`config.mk`:
```
export PLATFORM = sky130hd
export DESIGN_NAME = avalon_master_arbiter
export DESIGN_NICKNAME = d
export VERILOG_FILES = /design/src/rtl/avalon_arb_pkg.sv /design/src/rtl/arb_prio_rr.sv /design/src/rtl/avalon_master_arbiter.sv
export SDC_FILE = /design/constraint.sdc
export NUM_CORES = 1
export LEC_CHECK = 0
export ABC_AREA = 1
export BUFFER_PORTS_ARGS = -buffer_cell sky130_fd_sc_hd__buf_2
export CORE_AREA = 2 2 132 134
export DETAILED_ROUTE_END_ITERATION = 16
export DIE_AREA = 0 0 134 136
export GPL_TIMING_DRIVEN = 0
export PLACE_DENSITY = 0.72
export SLEW_MARGIN = 25
export SYNTH_ARGS = -nofsm -noshare
export SYNTH_HDL_FRONTEND = slang
export SYNTH_SLANG_ARGS = --single-unit
export TNS_END_PERCENT = 50
```
`constraint.sdc`:
```
create_clock -name CLK -period 1.89 [get_ports CLK]
set_input_delay 0.2835 -clock CLK [delete_from_list [all_inputs] [get_ports CLK]]
set_output_delay 0.2835 -clock CLK [all_outputs]
set_load 0.01 [all_outputs]
```
`src/rtl/avalon_arb_pkg.sv`:
```
// Shared types and constants for the three-requester Avalon-MM master arbiter.
package avalon_arb_pkg;

    typedef enum logic [1:0] {
        IDLE  = 2'd0,
        ISSUE = 2'd1,
        WAIT  = 2'd2,
        DONE  = 2'd3
    } arb_state_t;

    localparam int REQ_INSTR = 0;
    localparam int REQ_EXT   = 1;
    localparam int REQ_DBG   = 2;
    localparam int NUM_REQ   = 3;

    localparam logic [NUM_REQ-1:0] GNT_NONE  = 3'b000;
    localparam logic [NUM_REQ-1:0] GNT_INSTR = 3'b001;
    localparam logic [NUM_REQ-1:0] GNT_EXT   = 3'b010;
    localparam logic [NUM_REQ-1:0] GNT_DBG   = 3'b100;

    // Stall counter width; a disabled timeout still needs one bit to declare.
    function automatic int cnt_w(input int timeout);
        return (timeout > 0) ? $clog2(timeout + 1) : 1;
    endfunction

endpackage

```
`src/rtl/arb_prio_rr.sv`:
```
// Combinational winner picker: debug strictly first, ext/instr alternate on last_ext.
module arb_prio_rr
    import avalon_arb_pkg::*;
(
    input  logic [NUM_REQ-1:0] i_req,
    input  logic               i_last_ext,
    input  logic               i_lock,
    output logic [NUM_REQ-1:0] o_win
);

    always_comb begin
        o_win = GNT_NONE;
        if (i_req[REQ_DBG]) begin
            o_win = GNT_DBG;
        end else if (!i_lock) begin
            // With both pending, ext only wins if it was not the last one served.
            if (i_req[REQ_EXT] && (!i_req[REQ_INSTR] || !i_last_ext))
                o_win = GNT_EXT;
            else if (i_req[REQ_INSTR])
                o_win = GNT_INSTR;
        end
    end

endmodule

```
`src/rtl/avalon_master_arbiter.sv`:
```
// Shares one Avalon-MM master between debug, ext (data) and instr requesters,
// sequencing issue / wait-request stall / completion for the granted one.
module avalon_master_arbiter
    import avalon_arb_pkg::*;
#(
    parameter int WIDTH   = 32,
    parameter int TIMEOUT = 1024
) (
    input  logic             CLK,
    input  logic             RST_N,
    input  logic             req_dbg,
    input  logic             req_ext,
    input  logic             req_instr,
    input  logic             rnw_dbg,
    input  logic             rnw_ext,
    input  logic             rnw_instr,
    input  logic [WIDTH-1:0] addr_dbg,
    input  logic [WIDTH-1:0] addr_ext,
    input  logic [WIDTH-1:0] addr_instr,
    input  logic [WIDTH-1:0] wdata_dbg,
    input  logic [WIDTH-1:0] wdata_ext,
    input  logic [WIDTH-1:0] wdata_instr,
    input  logic             lock_dbg,
    output logic             done_dbg,
    output logic             done_ext,
    output logic             done_instr,
    output logic [WIDTH-1:0] rdata,
    output logic             err,
    output logic [2:0]       grant,
    output logic [WIDTH-1:0] ADDRESS,
    output logic             BEGINTRANSFER,
    output logic             READ,
    output logic             WRITE,
    output logic [WIDTH-1:0] WRITEDATA,
    output logic             LOCK,
    input  logic [WIDTH-1:0] READDATA,
    input  logic             WAITREQUEST
);

    localparam int            CW      = cnt_w(TIMEOUT);
    localparam logic [CW-1:0] CNT_MAX = '1;
    localparam logic [CW-1:0] TO_VAL  = CW'(TIMEOUT);

    arb_state_t         r_state;
    logic [NUM_REQ-1:0] r_owner;
    logic [NUM_REQ-1:0] r_grant;
    logic [NUM_REQ-1:0] r_done;
    logic               r_last_ext;
    logic [CW-1:0]      r_cnt;
    logic               r_rnw;
    logic [WIDTH-1:0]   r_addr;
    logic [WIDTH-1:0]   r_wdata;
    logic [WIDTH-1:0]   r_rdata;
    logic               r_read;
    logic               r_write;
    logic               r_begin;
    logic               r_lock;
    logic               r_err;

    logic [NUM_REQ-1:0] w_req;
    logic [NUM_REQ-1:0] w_win;
    logic               w_locked;
    logic               w_launch;
    logic               w_sel_rnw;
    logic [WIDTH-1:0]   w_sel_addr;
    logic [WIDTH-1:0]   w_sel_wdata;
    logic [CW-1:0]      w_cnt_inc;
    logic               w_timeout;

    assign w_req    = {req_dbg, req_ext, req_instr};
    // Debug keeps the bus across DONE only while it still holds lock.
    assign w_locked = (r_state == DONE) && r_owner[REQ_DBG] && lock_dbg;

    arb_prio_rr u_prio (
        .i_req      (w_req),
        .i_last_ext (r_last_ext),
        .i_lock     (w_locked),
        .o_win      (w_win)
    );

    assign w_launch = (r_state == IDLE) ? (|w_win)
                    : ((r_state == DONE) && w_locked && w_win[REQ_DBG]);

    always_comb begin
        w_sel_rnw   = rnw_instr;
        w_sel_addr  = addr_instr;
        w_sel_wdata = wdata_instr;
        if (w_win[REQ_DBG]) begin
            w_sel_rnw   = rnw_dbg;
            w_sel_addr  = addr_dbg;
            w_sel_wdata = wdata_dbg;
        end else if (w_win[REQ_EXT]) begin
            w_sel_rnw   = rnw_ext;
            w_sel_addr  = addr_ext;
            w_sel_wdata = wdata_ext;
        end
    end

    assign w_cnt_inc = (r_cnt == CNT_MAX) ? r_cnt : r_cnt + CW'(1);
    assign w_timeout = (TIMEOUT != 0) && (w_cnt_inc == TO_VAL);

    always_ff @(posedge CLK or negedge RST_N) begin
        if (!RST_N) begin
            r_state    <= IDLE;
            r_owner    <= GNT_NONE;
            r_grant    <= GNT_NONE;
            r_done     <= GNT_NONE;
            r_last_ext <= 1'b0;
            r_cnt      <= '0;
            r_rnw      <= 1'b0;
            r_addr     <= '0;
            r_wdata    <= '0;
            r_rdata    <= '0;
            r_read     <= 1'b0;
            r_write    <= 1'b0;
            r_begin    <= 1'b0;
            r_lock     <= 1'b0;
            r_err      <= 1'b0;
        end else begin
            r_begin <= 1'b0;
            r_done  <= GNT_NONE;
            case (r_state)
                IDLE, DONE: begin
                    if (r_state == DONE) begin
                        r_err <= 1'b0;
                        if (!r_owner[REQ_DBG])
                            r_last_ext <= r_owner[REQ_EXT];
                    end
                    if (w_launch) begin
                        r_state <= ISSUE;
                        r_owner <= w_win;
                        r_grant <= w_win;
                        r_rnw   <= w_sel_rnw;
                        r_addr  <= w_sel_addr;
                        r_wdata <= w_sel_wdata;
                        r_read  <= w_sel_rnw;
                        r_write <= ~w_sel_rnw;
                        r_begin <= 1'b1;
                        r_lock  <= w_win[REQ_DBG] & lock_dbg;
                        r_cnt   <= '0;
                    end else begin
                        r_state <= IDLE;
                        r_owner <= GNT_NONE;
                        r_grant <= GNT_NONE;
                        r_lock  <= 1'b0;
                    end
                end
                ISSUE, WAIT: begin
                    r_lock <= r_owner[REQ_DBG] & lock_dbg;
                    if (!WAITREQUEST || (r_state == WAIT && w_timeout)) begin
                        // A late completion on the timeout edge still wins over the abort.
                        if (!WAITREQUEST && r_rnw)
                            r_rdata <= READDATA;
                        r_err   <= WAITREQUEST;
                        r_state <= DONE;
                        r_read  <= 1'b0;
                        r_write <= 1'b0;
                        r_done  <= r_owner;
                        r_grant <= GNT_NONE;
                    end else begin
                        r_state <= WAIT;
                        if (r_state == WAIT)
                            r_cnt <= w_cnt_inc;
                    end
                end
            endcase
        end
    end

    assign done_dbg      = r_done[REQ_DBG];
    assign done_ext      = r_done[REQ_EXT];
    assign done_instr    = r_done[REQ_INSTR];
    assign rdata         = r_rdata;
    assign err           = r_err;
    assign grant         = r_grant;
    assign ADDRESS       = r_addr;
    assign BEGINTRANSFER = r_begin;
    assign READ          = r_read;
    assign WRITE         = r_write;
    assign WRITEDATA     = r_wdata;
    assign LOCK          = r_lock;

endmodule

```
==> qor.csv, run 1 <==
stage,metric,value,unit
floorplan,die_w,134,um
outcome,outcome,"finished, violations left",
floorplan,start_util,37.9,%
power_and_ir_drop,vdd_drop_max,0.000772,V
routing,drt_iter0_markers,178,
synth,postSynth.asyncResetShare,100,%
worst_setup_path,rr_worst_depth,15,
final_layout,syn2layout_area_growth,59.4,%
synth,postSynthCellCount,714,
synth,synth-edff-count,0,
synth,synthFlopType,dfrtp_1,
worst_setup_path,cp_num_buf_inv,2,
clock_tree,htreeDepth,4,
floorplan,row_count,48,
synth,yosysSeqAreaShare,48.9,%
worst_setup_path,critical_path_class,flop to flop,
synth,synth_cell_types,36,
power_and_ir_drop,power,15400,uW
sta,setup_ws,-0.171,ns
routing,drc,0,
floorplan,die_h,136,um
clock_tree,clkTransAtPathRegs,0.06,ns
synth,synth_fp_nets,953,
worst_setup_path,arrival,2.36,ns
global_route,grt_overflow,0,
sta,setup_viol,55,
worst_setup_path,crit_family,simple AND/OR/NAND/NOR gates,
sta,slew_headroom,64.8,%
clock_tree,cts_root_buf,clkbuf_16,
placed_design,dp_hpwl,15800,um
routing,dr.pass1.iters,4,
global_route,first_global_vias,6257,
outcome,violations,setup timing,
clock_tree,cts_max_path_buffers,2,
worst_setup_path,max_stage_delay,0.42,ns
clock_tree,clock_insertion_delay_worst_skew,0.41,ns
worst_setup_path,crit_path_end_kind,flop,
sta,fin_crit,2.06,ns
worst_setup_path,rr_startpoint,r_cnt[0],
global_route,grt_max_degree,66,
worst_setup_path,path_cells,ha_4 -> nand2_4 -> nor2_8 -> nand3_4 -> nand2_1 -> inv_2 -> nand3_2 -> nor2_2 -> nand3_2 -> nand2_2 -> nand2_4 -> nand2_4 -> clkbuf_16 -> nand2_1 -> nand2_1,
power_and_ir_drop,p_per_area,1510,mW/mm^2
floorplan,top_level_ports,341,
synth,syn_area_per_cell,8.97,sq um
sta,rsz0062_at_grt,yes,
placed_design,place.port_buffers,340,
clock_tree,cts_sinks,125,
worst_setup_path,rr_endpoint,r_cnt[3],
sta,finalCritPeriodShare,109,%
final_layout,num_antenna_cells,0,
sta,max_freq,485,MHz
clock_tree,cts_buffers,17,
sta,tightest_slew,0.528,ns
worst_setup_path,reg2reg_slack,-0.17,ns
final_layout,drive_gt1_share,53.8,%
global_route,grt_pass1_wl,32000,um
clock_tree,cts_tree,yes,
routing,vias,6638,
final_layout,nets,1341,
worst_setup_path,start_kind,flop,
sta,setup-tns-final,-2.30,ns
routing,via_per_inst,4.95,
worst_setup_path,cpMaxStageDelayCell,dfrtp_1,
worst_setup_path,cp_num_cells,15,
routing,wl_per_cell,16.2,um
placed_design,dp_slack,-0.819,ns
synth,yosys_warnings,0,
sta,finClkSkew,0.0110,ns
worst_setup_path,startpoint,r_cnt[0],
global_route,grt_usage,22.6,%
routing,wl,21700,um
worst_setup_path,cp.required,2.19,ns
floorplan,die_area,0.0182,sq mm
global_route,grt_antenna_before_repair,0,
flow_run,max_cap_violations,0,
routing,final_antenna_net_count,0,
sta,slew_violations,0,
synth,ys_ff_latch,125,
min_path,hp-class,primary input to flop,
placed_design,gp_congestion,0.896,
synth,netlist_area,0.00640,sq mm
floorplan,fp.coreArea,0.0169,sq mm
worst_setup_path,critPathMaxFanout,5,
worst_setup_path,cp-endpoint,r_cnt[3],
sta,hold_viol_final,0,
power_and_ir_drop,p_leak,0.00555,uW
[kinds of logic (layout without fill, tap and decap cells)]
logic type      after synthesis  in the layout  synth area share [%]
compound gates              150            150                  12.0
xor+xnor                      1              1                 0.137
fa+ha+maj                     5              5                 0.977
buf+inv                      73            473                  5.04
flops                       125            125                  48.9
mux                          97             97                  15.8
simple gates                263            264                  17.2
[power by group]
part | internal (uW) | total, uW | switching (uW)
registers | 3850 | 4630 | 775
clock network | 1940 | 3160 | 1220
logic | 3690 | 7610 | 3920
[final cells by class]
type,instances,area [sq um]
Tap cell,225,282
Sequential cell,125,3130
Clock inverter,14,146
Timing Repair Buffer,370,2180
Multi-Input combinational cell,517,3490
Inverter,31,126
Buffer,40,423
Fill cell,1436,6670
Clock buffer,18,429
[cells in the final DEF, fill, tap and decap left out, types with 3 or more instances in the layout]
| master | count |
|---|---|
| buf_2 | 341 |
| nand2_1 | 136 |
| dfrtp_1 | 124 |
| mux2i_1 | 63 |
| o21ai_0 | 63 |
| nand2_2 | 51 |
| o21ai_1 | 42 |
| mux2_2 | 32 |
| o21ai_2 | 31 |
| clkbuf_16 | 27 |
| inv_1 | 25 |
| nand2_4 | 19 |
| nand3_1 | 18 |
| buf_4 | 16 |
| buf_8 | 13 |
| nor2_1 | 12 |
| clkbuf_1 | 9 |
| buf_12 | 8 |
| nor2_2 | 7 |
| nor2_4 | 5 |
| clkinv_4 | 5 |
| buf_1 | 5 |
| inv_2 | 4 |
| nand3_4 | 4 |
| nand3_2 | 4 |
| buf_6 | 4 |
| clkinv_2 | 4 |
| a21oi_2 | 3 |
| ha_4 | 3 |
| clkinvlp_4 | 3 |
[through the flow]
| step | instances | instance area, sq um | util, % | hold WS [ns] |
|---|---|---|---|---|
| final | 1340 | 10200 | 60.5 | 0.105 |
| after global routing | 1340 | 10200 | 60.5 | 0.0827 |
| after global placement | 1279 | 8390 | 49.7 | 0.454 |
| after floorplan | 714 | 6400 | - | -0.0121 |
| after CTS | 1323 | 9330 | 55.3 | 0.0825 |
| after detailed placement | 1280 | 8430 | 49.9 | 0.264 |
[sequential cells by signal (all words and copies together), names as in the netlist, 2 cells and up]
name       flops
ADDRESS       32
WRITEDATA     32
rdata         32
r_cnt         11
grant          3
r_done         3
r_owner        3
r_state        2
[cells in the mapped netlist (2+ instances only)]
| cell | n | share of area, % |
|---|---|---|
| a21boi_0 | 2 | 0.23 |
| a21oi_1 | 5 | 0.39 |
| a31oi_1 | 2 | 0.20 |
| buf_1 | 10 | 0.59 |
| buf_2 | 11 | 0.86 |
| buf_4 | 4 | 0.47 |
| clkbuf_1 | 14 | 0.82 |
| dfrtp_1 | 125 | 49 |
| ha_1 | 5 | 0.98 |
| inv_1 | 31 | 1.8 |
| mux2_2 | 32 | 5.6 |
| mux2i_1 | 65 | 10 |
| nand2_1 | 202 | 12 |
| nand2_2 | 2 | 0.20 |
| nand2_4 | 2 | 0.35 |
| nand3_1 | 23 | 1.8 |
| nor2_1 | 21 | 1.2 |
| nor2_2 | 2 | 0.20 |
| nor3_1 | 4 | 0.31 |
| o21ai_0 | 134 | 10 |
| o21ai_1 | 2 | 0.16 |
| o21bai_1 | 2 | 0.23 |
[per-layer routing]
metal  global-route usage, %  vias up  share of wire (%)
met1                    26.1     3170                 39
met4                    7.39        0                1.4
met2                    40.3      252                 52
li1                        -     3191                  -
met3                    6.67       25                7.1
met5                       0        -                  0
[worst register-to-register path: stages, from the launching register on]
cell and delay (ns):
dfrtp_1 0.42, ha_4 0.18, nand2_4 0.08, nor2_8 0.19
nand3_4 0.15, nand2_1 0.14, inv_2 0.06, nand3_2 0.08
nor2_2 0.04, nand3_2 0.08, nand2_2 0.08, nand2_4 0.11
nand2_4 0.08, clkbuf_16 0.16, nand2_1 0.05, nand2_1 0.05
[repair_timing]
action / 4_1_cts / 5_1_grt
resized for setup: 82 / 225
setup endpoints to repair: 117 / 116
cloned: 2 / 10
hold endpoints to repair: 64 / 0
buffers inserted: 9 / 8
pin swaps: 7 / 8
hold buffers: 1 / 0
[worst min path at each step]
stage / end / start / cells after the start / slack (ns)
6_report: rdata[28] / READDATA[28] / 2 / 0.10
5_1_grt: rdata[8] / READDATA[8] / 2 / 0.08
2_1_floorplan: ADDRESS[0] / RST_N / 0 / -0.01
3_5_place_dp: rdata[24] / RST_N / 1 / 0.26
3_3_place_gp: WRITE / WRITE / 2 / 0.45
4_1_cts: rdata[8] / READDATA[8] / 2 / 0.08
Note: power is estimated with default switching activity, not from simulation.
==> run 2: changes to the inputs <==
SYNTH_HIERARCHICAL = 1   (was default)
==> run 2 against run 1 <==
Against the previous run:
- the run still ends with setup timing left
- fmax down 2.1%
- clock-buffer cell count down 1
- die area unchanged
- worst hold slack worse by 0.0099 ns
- non-clock buffer count up 8
- sequential share of layout area up 0.22 points
- total power up 1.2%
- cell area down 0.63%
- largest cell class unchanged
- largest power group unchanged
==> qor.csv, run 2 <==
stage,metric,value,unit
synth,synth_most_common_cell,nand2_1,
synth,synthMuxAreaShare,5.67,%
routing,wl_per_cell,16.4,um
power_and_ir_drop,power.switching,6280,uW
synth,ys_ff_latch,125,
sta,hold_viol_final,0,
power_and_ir_drop,p_seq_share,29.5,%
placed_design,place.port_buffers,340,
synth,synth.area.top_cells,"dfrtp_1, nand2_1, o21ai_0",
synth,postSynth.asyncResetShare,100,%
global_route,grt_max_degree,74,
flow_run,max_cap_violations,0,
floorplan,fp.coreArea,0.0169,sq mm
routing,drc,0,
routing,final_antenna_net_count,0,
sta,max_freq,475,MHz
worst_setup_path,crit_family,simple AND/OR/NAND/NOR gates,
sta,rsz0062_at_grt,yes,
worst_setup_path,start_kind,flop,
placed_design,placed_cell_area,0.00841,sq mm
floorplan,top_level_ports,341,
final_layout,nets,1418,
floorplan,start_util,37.7,%
synth,synth_top_family_by_area,simple AND/OR/NAND/NOR gates,
power_and_ir_drop,p_comb_share,49.9,%
final_layout,most-common-layout-cells,"buf_2, nand2_1, dfrtp_1, nand3_1, o21ai_0",
worst_setup_path,cp_num_buf_inv,3,
synth,synth_fp_nets,1031,
power_and_ir_drop,swShare,40.3,%
clock_tree,cts_sinks,125,
clock_tree,cts_root_buf,clkbuf_16,
power_and_ir_drop,p_int,9300,uW
synth,synthAdderAreaFrac,0.984,%
power_and_ir_drop,vdd_drop_max,0.000726,V
global_route,grt_usage,23.9,%
global_route,grt_antenna_before_repair,1,
clock_tree,htreeDepth,4,
worst_setup_path,crit_path_end_kind,flop,
synth,yosysSeqAreaShare,49.2,%
synth,ys_top_cells_by_count,"nand2_1, o21ai_0, dfrtp_1",
synth,synthFlopType,dfrtp_1,
sta,finClkSkew,0.00606,ns
sta,setup_ws,-0.215,ns
routing,vias,7028,
sta,setup_viol,85,
worst_setup_path,critical_path_class,flop to flop,
final_layout,syn2layout_area_growth,59.5,%
final_layout,mostFrequentLayoutCell,buf_2,
global_route,grt_pass1_wl,33700,um
final_layout,fin_area,0.0101,sq mm
sta,finalCritPeriodShare,111,%
worst_setup_path,arrival,2.41,ns
floorplan,die_h,136,um
global_route,first_global_vias,6506,
placed_design,dp_slack,-0.894,ns
placed_design,gp_congestion,0.885,
outcome,outcome,"finished, violations left",
clock_tree,clkTransAtPathRegs,0.06,ns
final_layout,drive_gt1_share,51.4,%
worst_setup_path,critPathMaxFanout,5,
final_layout,utilization,60.1,%
final_layout,fillers,1521,
sta,tightest_slew,0.609,ns
routing,drt_iter0_markers,304,
clock_tree,cts_max_path_buffers,2,
routing,via_per_inst,4.96,
sta,setup-tns-final,-12.19,ns
worst_setup_path,max_stage_delay,0.41,ns
synth,synthXorXnorAreaFrac,0.275,%
power_and_ir_drop,p_per_area,1540,mW/mm^2
worst_setup_path,path_cells,ha_2 -> nand2_2 -> nor2_4 -> nor2_4 -> nand2_2 -> nor2_4 -> nor3_4 -> a21oi_4 -> nor2_1 -> inv_1 -> o21ai_1 -> inv_1 -> nand2_2 -> buf_6 -> nand2_2 -> nand2_1,
worst_setup_path,cp_common_cell,nand2_2,
clock_tree,cts_buffers,17,
synth,yosys_warnings,6,
worst_setup_path,cp.required,2.20,ns
routing,wl,23300,um
synth,synth-simple-area-share,26.3,%
floorplan,die_w,134,um
synth,postSynthCellCount,792,
sta,slew_violations,0,
routing,dr.pass1.iters,4,
synth,syn_area_per_cell,8.03,sq um
global_route,grt_overflow,0,
synth,yosysTopAreaCell,dfrtp_1,
outcome,violations,setup timing,
placed_design,dp_hpwl,16800,um
sta,fin_crit,2.10,ns
synth,synth_cell_types,33,
synth,synth_compound_area_share,12.4,%
clock_tree,cts_tree,yes,
synth,yosys.area.top_type_share,49.2,%
floorplan,die_area,0.0182,sq mm
power_and_ir_drop,clkPwrFrac,20.6,%
synth,synth-edff-count,0,
floorplan,row_count,48,
power_and_ir_drop,p_leak,0.00528,uW
synth,netlist_area,0.00636,sq mm
worst_setup_path,cpMaxStageDelayCell,dfrtp_1,
min_path,hp-class,primary input to flop,
clock_tree,clock_insertion_delay_worst_skew,0.42,ns
sta,slew_headroom,59.4,%
[run 2: cell types whose count changed after synthesis, sizes merged, moves of 2 or more]
| cell | change |
|---|---|
| a21boi | -2 |
| a21oi | +4 |
| buf | -7 |
| clkbuf | +16 |
| mux2i | -65 |
| nand2 | +64 |
| nand3 | +60 |
| nor2 | +4 |
[run 2: path summary, 6_finish.rpt]
kind                         startpoint          end  slack, ns  cells after the start
hold / removal             READDATA[10]    rdata[10]        0.1                      2
hold reg to reg               r_cnt[10]    r_cnt[10]       0.48                      2
max in group asynchronous         RST_N  ADDRESS[31]       0.83                      3
setup / recovery             r_state[1]     r_cnt[7]      -0.21                     16
setup reg to reg             r_state[1]     r_cnt[7]      -0.21                     16
min in group asynchronous         RST_N    rdata[27]       0.37                      2
[run 2: logic make-up after synthesis]
group / after synthesis
adder cells (fa/ha/maj): 5
multiplexers: 32
flip-flops: 125
AND/OR/NAND/NOR: 392
XOR/XNOR: 2
AO/OA/AOI/OAI: 153
buffers and inverters: 83
[run 2: routing by layer]
metal	track usage, %	vias to the layer above	part of all wire [%]
met4	9.04	0	2.2
met5	0	-	0
met3	6.82	35	7.2
met2	40.6	289	50
met1	29.0	3294	40
li1	-	3410	-
[run 2: power groups by stage]
stage               clock network, uW  logic (uW)  registers [uW]
floorplan                           0        2560            4930
global placement                    0        5340            4420
detailed placement                  0        5450            4460
CTS                              3280        6050            4420
global route                     3430        8410            4710
finish                           3210        7770            4590
[run 2: cell type report]
| class | count | area [sq um] | share of cell area (%) |
|---|---|---|---|
| Tap cell | 225 | 282 | 2.78 |
| Multi-Input combinational cell | 585 | 3430 | 33.8 |
| Clock buffer | 17 | 425 | 4.19 |
| Inverter | 32 | 133 | 1.31 |
| Buffer | 51 | 512 | 5.05 |
| Antenna cell | 1 | 2.50 | 0.0247 |
| Timing Repair Buffer | 367 | 2080 | 20.5 |
| Clock inverter | 15 | 153 | 1.51 |
| Sequential cell | 125 | 3130 | 30.9 |
[run 2: repair_timing]
action | CTS | global route
setup endpoints to repair | 123 | 121
hold buffers | 1 | 0
resized for setup | 81 | 278
gates cloned | 1 | 9
buffers inserted | 8 | 8
pin swaps | 6 | 29
hold endpoints to repair | 52 | 0
[run 2: per-stage QoR]
stage	total power, uW	hold WS, ns	cells
2_1_floorplan	7490	-0.0121	792
3_3_place_gp	9760	0.462	1357
3_5_place_dp	9910	0.229	1358
4_1_cts	13800	0.0801	1400
5_1_grt	16600	0.0770	1418
6_report	15600	0.0951	1418
==> run 3: changes to the inputs <==
CELL_PAD_IN_SITES_DETAIL_PLACEMENT = 0   (was default)
CELL_PAD_IN_SITES_GLOBAL_PLACEMENT = 1   (was default)
CORE_AREA = default   (was 2 2 132 134)
CORE_ASPECT_RATIO = 1.75   (was default)
CORE_UTILIZATION = 28   (was default)
DIE_AREA = default   (was 0 0 134 136)
PLACE_DENSITY = default   (was 0.72)
PLACE_DENSITY_LB_ADDON = 0.1   (was default)
SETUP_SLACK_MARGIN = 0.5   (was default)
==> run 3 against run 2 <==
Against the previous run:
- the run still ends with setup timing left
- clock skew rose by 0.0012 ns
- clock-buffer cell count rose by 1
- combinational power up 0.5%
- first-iteration DRC count decreased by 29%
- critical path type unchanged
- critical endpoint is now r_cnt[6]
==> qor.csv, run 3 (synthesized netlist as in run 2, its figures left out) <==
stage,metric,value,unit
sta,finalCritPeriodShare,107,%
worst_setup_path,critPathMaxFanout,5,
final_layout,mostFrequentLayoutCell,buf_2,
clock_tree,cts_sinks,125,
floorplan,fp.coreArea,0.0222,sq mm
global_route,grt_antenna_before_repair,9,
routing,dr.pass1.iters,4,
power_and_ir_drop,p_leak,0.00529,uW
sta,slew_violations,0,
worst_setup_path,max_stage_delay,0.39,ns
clock_tree,cts_root_buf,clkbuf_16,
sta,setup_viol,82,
floorplan,row_count,72,
floorplan,top_level_ports,341,
sta,fin_crit,2.02,ns
worst_setup_path,crit_family,simple AND/OR/NAND/NOR gates,
min_path,hp-class,primary input to flop,
worst_setup_path,arrival,2.38,ns
flow_run,max_cap_violations,0,
global_route,grt_most_used_layer,met2,
sta,hold_viol_final,0,
floorplan,die_h,201,um
routing,wl_per_cell,17.2,um
clock_tree,cts_buffers,17,
final_layout,utilization,45.8,%
global_route,grt_usage,22.1,%
sta,setup-tns-final,-6.78,ns
routing,vias,6788,
global_route,grt_pass1_wl,38300,um
global_route,grt_max_degree,67,
placed_design,gp_congestion,0.841,
floorplan,die_area,0.0233,sq mm
floorplan,start_util,28.7,%
routing,final_antenna_net_count,0,
worst_setup_path,cpMaxStageDelayCell,dfrtp_1,
routing,wl,25700,um
sta,max_freq,495,MHz
final_layout,most-common-layout-cells,"buf_2, nand2_1, dfrtp_1, nand3_1, o21ai_0",
placed_design,place.port_buffers,340,
routing,via_per_inst,4.54,
power_and_ir_drop,vdd_drop_max,0.000522,V
worst_setup_path,cp_num_buf_inv,4,
sta,finClkSkew,0.00730,ns
placed_design,dp_hpwl,19700,um
final_layout,nets,1420,
global_route,grt_overflow,0,
final_layout,drive_gt1_share,47.9,%
outcome,violations,setup timing,
routing,drt_iter0_markers,217,
worst_setup_path,start_kind,flop,
global_route,grt_util_met1,21.1,%
sta,setup_ws,-0.130,ns
worst_setup_path,path_cells,buf_4 -> buf_6 -> inv_4 -> ha_1 -> a21boi_1 -> nand2_1 -> nor2_1 -> nand3_2 -> nand2_2 -> nand2_4 -> nand2_4 -> clkbuf_16 -> nand2_2 -> nand2_1,
sta,tightest_slew,0.528,ns
clock_tree,clock_insertion_delay_worst_skew,0.42,ns
final_layout,multi_input_area,0.00326,sq mm
sta,slew_headroom,64.8,%
clock_tree,clkTransAtPathRegs,0.06,ns
clock_tree,cts_tree,yes,
worst_setup_path,critical_path_class,flop to flop,
worst_setup_path,crit_path_end_kind,flop,
global_route,met3_usage,7.38,%
sta,whs,0.0861,ns
worst_setup_path,cp.required,2.25,ns
final_layout,register_area,0.00313,sq mm
global_route,first_global_vias,6926,
outcome,outcome,"finished, violations left",
clock_tree,cts_max_path_buffers,2,
global_route,met2_usage,42.0,%
final_layout,fillers,2352,
power_and_ir_drop,p_per_area,1540,mW/mm^2
sta,rsz0062_at_grt,yes,
routing,drc,0,
floorplan,die_w,116,um
clock_tree,htreeDepth,4,
final_layout,syn2layout_area_growth,59.5,%
run 3: changes by cell type in the layout (fill, tap and decap cells not counted), sizes merged, moves of 2 or more:
cell,change
clkinv,+4
clkinvlp,-2
buf,-8
inv,-4
clkbuf,+12
diode,+4
run 3: routing by layer:
layer | part of all wire, % | wire, um | vias to the layer above
li1 | - | - | 3398
met1 | 33 | 8590 | 3109
met2 | 57 | 14500 | 233
met3 | 7.1 | 1810 | 42
met4 | 2.7 | 682 | 6
met5 | 0.14 | 37 | -
run 3: worst paths after layout:
path	startpoint	to	slack (ns)	depth (start not counted)
setup / recovery	r_state[0]	r_cnt[6]	-0.13	14
hold / removal	READDATA[15]	rdata[15]	0.09	2
setup reg to reg	r_state[0]	r_cnt[6]	-0.13	14
hold reg to reg	r_cnt[10]	r_cnt[10]	0.47	2
max in group asynchronous	RST_N	ADDRESS[30]	0.79	3
min in group asynchronous	RST_N	r_cnt[4]	0.38	2
run 3: final cells by class:
cell class / count / area share [%]
repair buffers: 370 / 21.0
flip-flops and latches: 125 / 30.9
diodes: 5 / 0.123
clock buffers: 18 / 4.33
plain buffers: 51 / 5.03
clock inverters: 14 / 1.57
inverters: 32 / 1.28
multi-input cells: 584 / 32.1
well taps: 296 / 3.65
run 3: through the flow:
| step | power [uW] | instance area (sq um) | std cells | setup slack (ns) |
|---|---|---|---|---|
| after floorplan | 7720 | 6460 | 792 | 0.00550 |
| after global placement | 10200 | 8530 | 1428 | -1.34 |
| after detailed placement | 10300 | 8570 | 1429 | -0.613 |
| after CTS | 14500 | 9590 | 1478 | -0.197 |
| after global routing | 16800 | 10100 | 1495 | -0.271 |
| final | 15600 | 10100 | 1495 | -0.130 |
run 3: power breakdown:
group          leakage, uW  switching [uW]  internal [uW]
sequential         0.00156             646           3840
combinational      0.00344            4100           3710
clock             0.000289            1340           2000
run 3: what timing repair did:
item,in CTS,in global routing
cloned,3,8
hold endpoints to repair,59,0
endpoints found under the setup margin,124,124
gates resized for setup,77,124
setup buffers,13,4
hold buffers,1,0
pin swaps,8,10
